## src/rtl/str_to_integer_pkg.sv

```systemverilog
// Shared definitions for the ASCII decimal parser: character codes,
// FSM state type and the multiply-by-ten helper.
package str_to_integer_pkg;

    localparam logic [7:0] ASCII_ZERO = 8'h30;
    localparam logic [7:0] ASCII_NINE = 8'h39;
    localparam logic [7:0] ASCII_NUL  = 8'h00;
    localparam logic [7:0] ASCII_CR   = 8'h0D;
    localparam logic [7:0] ASCII_LF   = 8'h0A;

    // Width of the mul10 helper's operand; callers size down with a cast.
    localparam int unsigned MUL10_W = 64;

    typedef enum logic [1:0] {
        ST_IDLE  = 2'd0,
        ST_PARSE = 2'd1,
        ST_DONE  = 2'd2
    } state_t;

    // x*10 built from two shifts and an add.
    function automatic logic [MUL10_W-1:0] mul10(input logic [MUL10_W-1:0] x);
        return (x << 3) + (x << 1);
    endfunction

endpackage

```

## src/rtl/str_to_integer_ascii_digit_decode.sv

```systemverilog
// Classifies one ASCII byte as decimal digit or line terminator and
// returns the digit value.
module ascii_digit_decode
    import str_to_integer_pkg::*;
(
    input  logic [7:0] byte_i,
    output logic       is_digit_o,
    output logic       is_term_o,
    output logic [3:0] digit_o
);

    // Pure decode of the byte; digit value is the low nibble for '0'..'9'.
    always_comb begin
        is_digit_o = (byte_i >= ASCII_ZERO) && (byte_i <= ASCII_NINE);
        is_term_o  = (byte_i == ASCII_NUL) || (byte_i == ASCII_CR) ||
                     (byte_i == ASCII_LF);
        digit_o    = is_digit_o ? byte_i[3:0] : '0;
    end

endmodule

```

## src/rtl/str_to_integer.sv

```systemverilog
// Sequential ASCII-decimal to binary parser. Consumes the captured string
// one byte per clock, most significant digit first, and reports the value
// with digit count, error and saturation flags.
module str_to_integer
    import str_to_integer_pkg::*;
#(
    parameter int unsigned WIDTH      = 32,
    parameter int unsigned MAX_DIGITS = 10,
    parameter int unsigned NDW        = 4
) (
    input  logic                    clk,
    input  logic                    rst,
    input  logic [MAX_DIGITS*8-1:0] i_str,
    input  logic                    i_start,
    output logic                    o_ready,
    output logic                    o_valid,
    output logic [WIDTH-1:0]        o_value,
    output logic [NDW-1:0]          o_ndigits,
    output logic                    o_err,
    output logic                    o_ovf
);

    localparam int unsigned IW = (MAX_DIGITS > 1) ? $clog2(MAX_DIGITS + 1) : 1;
    localparam logic [IW-1:0] LAST_IDX = IW'(MAX_DIGITS - 1);

    state_t                        state_q;
    logic [MAX_DIGITS-1:0][7:0]    str_q;
    logic [IW-1:0]                 idx_q;
    logic [WIDTH-1:0]              acc_q;
    logic [WIDTH-1:0]              acc_d;
    logic                          ovf_d;
    logic                          ready_q;
    logic                          valid_q;
    logic [WIDTH-1:0]              value_q;
    logic [NDW-1:0]                ndig_q;
    logic                          err_q;
    logic                          ovf_q;

    logic [7:0]                    cur_byte;
    logic                          is_digit;
    logic                          is_term;
    logic [3:0]                    digit;
    logic [MUL10_W-1:0]            wide;
    logic [WIDTH+3:0]              prod;

    assign cur_byte = str_q[idx_q];

    ascii_digit_decode u_decode (
        .byte_i     (cur_byte),
        .is_digit_o (is_digit),
        .is_term_o  (is_term),
        .digit_o    (digit)
    );

    // Next accumulator: acc*10 + digit in WIDTH+4 bits, saturating once
    // anything lands above WIDTH bits; overflow stays sticky.
    always_comb begin
        wide  = mul10(MUL10_W'(acc_q)) + MUL10_W'(digit);
        prod  = (WIDTH + 4)'(wide);
        ovf_d = ovf_q | (|prod[WIDTH+3:WIDTH]);
        acc_d = ovf_d ? '1 : prod[WIDTH-1:0];
    end

    // Control FSM with all outputs registered.
    always_ff @(posedge clk or posedge rst) begin
        if (rst) begin
            state_q <= ST_IDLE;
            str_q   <= '0;
            idx_q   <= '0;
            acc_q   <= '0;
            ready_q <= 1'b1;
            valid_q <= 1'b0;
            value_q <= '0;
            ndig_q  <= '0;
            err_q   <= 1'b0;
            ovf_q   <= 1'b0;
        end else begin
            valid_q <= 1'b0;
            unique case (state_q)
                ST_IDLE: begin
                    if (i_start) begin
                        str_q   <= i_str;
                        acc_q   <= '0;
                        idx_q   <= '0;
                        ndig_q  <= '0;
                        err_q   <= 1'b0;
                        ovf_q   <= 1'b0;
                        ready_q <= 1'b0;
                        state_q <= ST_PARSE;
                    end
                end
                ST_PARSE: begin
                    if (is_term) begin
                        value_q <= acc_q;
                        valid_q <= 1'b1;
                        state_q <= ST_DONE;
                    end else if (is_digit) begin
                        acc_q  <= acc_d;
                        ovf_q  <= ovf_d;
                        ndig_q <= ndig_q + NDW'(1);
                        idx_q  <= idx_q + IW'(1);
                        // A full-width string finishes on its last digit,
                        // so the result is taken from acc_d, not acc_q.
                        if (idx_q == LAST_IDX) begin
                            value_q <= acc_d;
                            valid_q <= 1'b1;
                            state_q <= ST_DONE;
                        end
                    end else begin
                        err_q   <= 1'b1;
                        value_q <= acc_q;
                        valid_q <= 1'b1;
                        state_q <= ST_DONE;
                    end
                end
                ST_DONE: begin
                    ready_q <= 1'b1;
                    state_q <= ST_IDLE;
                end
                default: begin
                    ready_q <= 1'b1;
                    state_q <= ST_IDLE;
                end
            endcase
        end
    end

    assign o_ready   = ready_q;
    assign o_valid   = valid_q;
    assign o_value   = value_q;
    assign o_ndigits = ndig_q;
    assign o_err     = err_q;
    assign o_ovf     = ovf_q;

endmodule
```

## config.mk

```make
export PLATFORM = sky130hd
export DESIGN_NAME = str_to_integer
export DESIGN_NICKNAME = d
export VERILOG_FILES = /design/src/rtl/str_to_integer_pkg.sv /design/src/rtl/str_to_integer_ascii_digit_decode.sv /design/src/rtl/str_to_integer.sv
export SDC_FILE = /design/constraint.sdc
export NUM_CORES = 1
export LEC_CHECK = 0
export ABC_AREA = 1
export CAP_MARGIN = 20
export CORE_AREA = 3 3 165 167
export DETAILED_ROUTE_END_ITERATION = 10
export DIE_AREA = 0 0 168 170
export GPL_ROUTABILITY_DRIVEN = 0
export PLACE_DENSITY = 0.64
export SLEW_MARGIN = 40
export SYNTH_ARGS = -nofsm -noshare
export SYNTH_HDL_FRONTEND = slang
export SYNTH_SLANG_ARGS = --single-unit
```

## constraint.sdc

```tcl
create_clock -name clk -period 11.9 [get_ports clk]
set_input_delay 1.19 -clock clk [delete_from_list [all_inputs] [get_ports clk]]
set_output_delay 1.19 -clock clk [all_outputs]
set_load 0.05 [all_outputs]
```

# --- Word level (Yosys, flattened, before mapping) ---
# Index checks and enable logic that the tools add are counted.
word_totals:
  wordCells: 86
  inputBits: 83
  regBits: 158
classes:
  order_cmp: 3
  bitwise_logic: 2
  n_eq_ne: 10
  reduce_logical: 13
  muxes: 35
  n_addsub: 4
ops:
  columns: ["operator", "count"]
  rows:
  - ["$mux 32", 7]
  - ["$pmux 32 s2", 1]
  - ["$add 35x33->36", 1]
  - ["$add 36x4->36", 1]
  - ["$bmux 8 s4", 1]
  - ["$mux 4", 6]
  - ["$eq 8x4->1 const B", 2]
  - ["$pmux 4 s2", 2]
  - ["$mux 1", 9]
  - ["$add 4x1->4 const B", 2]
  - ["$ge 8x6->1 const B", 1]
  - ["$le 8x6->1 const B", 1]
  - ["$logic_not 8->1", 1]
  - ["$mux 2", 4]
  - ["$mux 8", 1]
  - ["$ne 2x2->1 const B", 4]
  - ["$reduce_and 2->1", 4]
  - ["$reduce_and 4->1", 2]
  - ["$pmux 1 s2", 3]
  - ["$lt 4x5->1 const B", 1]
  - ["$eq 4x4->1 const B", 1]
  - ["$ne 4x4->1 const B", 1]
  - ["$pmux 2 s2", 1]
  - ["$reduce_or 4->1", 1]
  - ["other kinds (8)", 9]

# --- Longest topological paths before layout ---
logic_depth:
  depth_word: 12
  ltp_mapped: 35
  depth_no_buf: 31

# --- Cells and area by module ---
# From an unflattened synthesis, not the netlist that was laid out.
hier_totals:
  cells_unflattened: 1504
  hier_area_um2: 10397.5
modules_own_cells:
  columns: ["module", "n_inst", "area_per_inst_um2", "seq_area_each_um2", "cells_per_inst"]
  rows:
  - ["str_to_integer", 1, 10292.4, 3955.0, 1482]
  - ["ascii_digit_decode", 1, 105.1, 0.0, 22]

# --- Least setup slack after synthesis ---
# No wires, ideal clock.
synth_path:
  kind: "register to register"
  startpoint: "register idx_q[0]"
  endpoint: "register acc_q[0]"
  path_stages_with_launch: 33
  path_slack_ns: 7.626
  n_path_buf: 5
  arrival_time_ns: 4.151
  path_cell_list: "dfrtp_1 buf_6 inv_2 buf_4 nand2_1 nand2_1 nand2_1 nand2_1 inv_2 nand2_1 nand2_1 nand2_4 inv_4 buf_6 buf_4 nand2_1 inv_1 fa_1 inv_1 fa_1 o21ai_1 nand2_1 nand2_1 nand2_1 nand2_1 nand2_1 nand3_1 nand2_1 nor2_2 nand2_1 clkbuf_2 o21ai_0 nand2_1"
synth_between:
  elab_chain_len: 12
  elab_cells_between_ends: 21
synth_rtl:
  columns: ["element", "line", "text"]
  rows:
  - ["start, declared", "str_to_integer.sv:28", "logic [IW-1:0] idx_q;"]
  - ["start signal, assigned", "str_to_integer.sv:101", "idx_q <= idx_q + IW'(1);"]
  - ["$bmux 8 s4 (*)", "str_to_integer.sv:46", "assign cur_byte = str_q[idx_q];"]
  - ["$mux 8 (implied by the code) (*)", "str_to_integer.sv:46", null]
  - ["$ge 8x6->1 or $le 8x6->1 (tied branches)", "str_to_integer_ascii_digit_decode.sv:14", "is_digit_o = (byte_i >= ASCII_ZERO) && (byte_i <= ASCII_NINE);"]
  - ["$logic_and 1x1->1", "str_to_integer_ascii_digit_decode.sv:14", null]
  - ["$mux 4", "str_to_integer_ascii_digit_decode.sv:17", "digit_o = is_digit_o ? byte_i[3:0] : '0;"]
  - ["$add 36x4->36", "str_to_integer.sv:58", "wide = mul10(MUL10_W'(acc_q)) + MUL10_W'(digit);"]
  - ["$reduce_or 4->1", "str_to_integer.sv:60", "ovf_d = ovf_q | (|prod[WIDTH+3:WIDTH]);"]
  - ["$or 1x1->1", "str_to_integer.sv:60", null]
  - ["$mux 32", "str_to_integer.sv:61", "acc_d = ovf_d ? '1 : prod[WIDTH-1:0];"]
  - ["$mux 32", "str_to_integer.sv:97", "end else if (is_digit) begin"]
  - ["$mux 32", "str_to_integer.sv:93", "if (is_term) begin"]
  - ["$pmux 32 s2", "str_to_integer.sv:79", "unique case (state_q)"]
  - ["end signal, assigned", "str_to_integer.sv:70", "acc_q <= '0;"]
  - ["end signal, assigned", "str_to_integer.sv:83", "acc_q <= '0;"]
  - ["end signal, assigned", "str_to_integer.sv:98", "acc_q <= acc_d;"]
  - ["end, declared", "str_to_integer.sv:29", "logic [WIDTH-1:0] acc_q;"]
# Every way passes the cells marked *; elsewhere a longest branch is shown, timed or not. The select of a mux whose other input is x is not followed.
# A chain may end at the register's enable or synchronous reset.

# --- Final worst setup path ---
layout_path:
  startpoint: "register idx_q[0]"
  endpoint: "register acc_q[21]"
# The elaborated chain is that of the path after synthesis.

==> results.ini <==
[timing]
hold_viol_final=0
skew_ps=16.78
rsz0062_at_grt=no
layout_min_cycle_time_ps=5756
maxClockFrequency_mhz=173.7
finalCritPeriodShare_pct=48.37
fin_tns_setup_ps=0
slew_headroom_pct=44.86
final_max_slew_viol_count=0
setup_viol=0
tightest_slew_ps=827.1

[worst_setup_path]
r2r_start=idx_q[0]$_DFFE_PP0P_
arrival_ps=6080
start_kind=flop
max_stage_delay_ps=780
path_class=reg -> reg
reg2reg_depth=29
r2r_setup_slack_ps=6140
crit_path_end=acc_q[21]$_DFFE_PP0P_
cp_slowest_cell=dfrtp_1
crit_path_max_fanout=69
cp-end-kind=flop
cp.depth=29
reg2reg_to=acc_q[21]$_DFFE_PP0P_
critPathRequiredTime_ps=12220
critPathMostFrequentCell=nand2_1
cp-startpoint=idx_q[0]$_DFFE_PP0P_
crit_buf_inv=7
crit_family=simple AND/OR/NAND/NOR gates

[synth]
syn_area_per_cell_sq_um=6.880
synth_top_family_by_area=simple AND/OR/NAND/NOR gates
ys_async_sr_fraction_pct=100.0
ys_seq_area_share_pct=38.53
netlist.area_leader.share_pct=38.27
yosys-top-cells-area=dfrtp_1 (38%), nand2_1 (22%), ha_1 (8.0%), inv_1 (5.4%), nor2_1 (5.4%)
synth_simple_gate_area_share_pct=35.54
yosys.area.top_type=dfrtp_1
synth_seq_cells=158
synth-main-ff-cell=dfrtp_1
synth.distinct_cells=42
yosysWarnings=0
synth_adder_area_share_pct=8.435
syn_area_sq_mm=0.01026
synth_edf_count=0
syn_inst=1492
syn_nets=1643
synth_compound_area_share_pct=6.826
synth_xor_area_share_pct=1.536
muxShareOfSynthArea_pct=0.09751

[global_routing]
antenna_found_initial=0
grtUsageTotal_pct=19.87
grt_pass1_wl_um=46750
grt_max_degree=100
grt_pass1_vias=9271
overflow=0

[die]
start_util_pct=39.62
die_x_um=168
die_h_um=170
design.core.area_sq_mm=0.02591
io_pins=123
rows=59
die_area_sq_mm=0.02856

[route]
wirelength_um=27650
first_pass_iters=5
ant_nets=0
post_drt_wl_per_cell_um=14.32
route.detailed.drc=0
drtIter0Drc=756
via_per_inst=4.987
vias=9629

[run]
cap_viol_max_count=0

[clock_tree]
post_cts_buffers=0
clockRootBuffer=clkbuf_16
cts_made_buffers=17
post_cts_resized=0
postCtsHoldBufs=0
clk_pin_slew_worst_paths_ps=80
cts_sinks=158
clock_path_buffers=2
h-tree-depth=4
cts_tree=yes
clk_latency_ps=440

[worst_hold_path]
hp-class=reg -> reg

[status]
status=complete, no violations

[finish]
nNetsFinal=1734
final_common_cell=nand2_1
final_area_sq_mm=0.01228
diodes=0
drive_above_1_share_pct=3.759
mostFrequentLayoutCells=nand2_1 (600), dfrtp_1 (157), inv_1 (148), nor2_1 (148), clkdlybuf4s50_1 (122)
nFillCells=2610
layout-area-overhead-vs-synth_pct=19.60

[pwr]
seqPwrFrac_pct=35.4
power_frac_clock_pct=25.7
p_sw_uw=988.3
total_power_uw=2256
leakagePower_uw=0.006496
combPwrFrac_pct=38.9
p_per_area_mw_per_mm2=183.7
switching_share_pct=43.81
cellInternalPower_uw=1268
vdd_ir_drop_max_v=0.0001073

[place]
dp_hpwl_um=19960
port_buffers=122
placed_cell_area_sq_mm=0.01162

## how the worst min path moves through the flow
stage | start | end | slack, ps | cells past startpoint
after global routing | o_value[6]$_DFFE_PP0P_ | o_value[6]$_DFFE_PP0P_ | 500 | 2
after floorplan | str_q[46]$_DFFE_PP0P_ | str_q[46]$_DFFE_PP0P_ | 440 | 2
final | o_value[6]$_DFFE_PP0P_ | o_value[6]$_DFFE_PP0P_ | 480 | 2
after detailed placement | o_err$_DFFE_PP0P_ | o_err$_DFFE_PP0P_ | 470 | 2
after CTS | o_value[11]$_DFFE_PP0P_ | o_value[11]$_DFFE_PP0P_ | 490 | 2
after global placement | o_value[11]$_DFFE_PP0P_ | o_value[11]$_DFFE_PP0P_ | 460 | 2
## Yosys cell counts, types with 2 or more instances
library cell and count:
a21oi_1 34, buf_1 3, buf_2 15, buf_4 4
buf_6 10, clkbuf_1 23, clkinv_1 2, dfrtp_1 157
fa_1 2, ha_1 66, inv_1 149, inv_2 5
nand2_1 601, nand2_2 2, nand2_4 3, nand3_1 87
nand3b_1 3, nand4_1 38, nor2_1 149, nor2_2 2
nor3_1 4, nor4_1 2, o21a_1 2, o21ai_0 85
o21ai_1 9, o21bai_1 3, xnor2_1 5, xor2_1 13
## power groups by stage
stage,logic (uW),clock network (uW),registers [uW]
detailed placement,877,0,807
floorplan,586,0,875
finish,878,581,798
global route,995,613,816
CTS,883,590,797
global placement,866,0,804
## cells by family after synthesis
| logic type | count (synthesis) |
|---|---|
| and+or+nand+nor | 897 |
| buffers and inverters | 214 |
| DFF | 158 |
| AOI/OAI and AO/OA | 136 |
| adders and majority gates | 68 |
| xor gates and xnor gates | 18 |
| muxes | 1 |
## layout make-up
| type | instances | area (sq um) | share of cell area, % |
|---|---|---|---|
| clock buffers | 17 | 425.4 | 3.465 |
| clock inverters | 15 | 203.9 | 1.661 |
| inverters | 157 | 600.6 | 4.892 |
| multi-input cells | 1120 | 5388 | 43.88 |
| flip-flops and latches | 158 | 3955 | 32.22 |
| well taps | 335 | 419.2 | 3.414 |
| repair buffers | 129 | 1285 | 10.47 |
## state kept, by name, summed over array words and instances (netlist names)
signal	flops
str_q	80
acc_q	32
o_value	32
idx_q	4
o_ndigits	4
state_q	2
o_err	1
o_ovf	1
o_ready	1
o_valid	1
## tightest hold or removal path, delay by kind of cell (launching register included)
family | cells | cell delay, ps
DFF | 1 | 350
and+or+nand+nor | 2 | 100
## metrics by stage
stage / cells / setup WS [ps] / hold WS (ps) / utilization (%)
6_report: 1931 / 6144 / 480.5 / 47.38
2_1_floorplan: 1492 / 6448 / 440.1 / -
4_1_cts: 1930 / 5843 / 486.2 / 47.29
3_5_place_dp: 1898 / 5900 / 466.1 / 44.86
3_3_place_gp: 1898 / 6120 / 461.1 / 44.85
5_1_grt: 1931 / 5491 / 500.9 / 47.38
## per-layer routing
metal | routed length (um) | track usage [%]
met1 | 12840 | 27.37
met3 | 1401 | 2.787
met4 | 548 | 6.012
met5 | 0 | 0
met2 | 12860 | 32.71
Note: power is estimated with default switching activity, not from simulation.
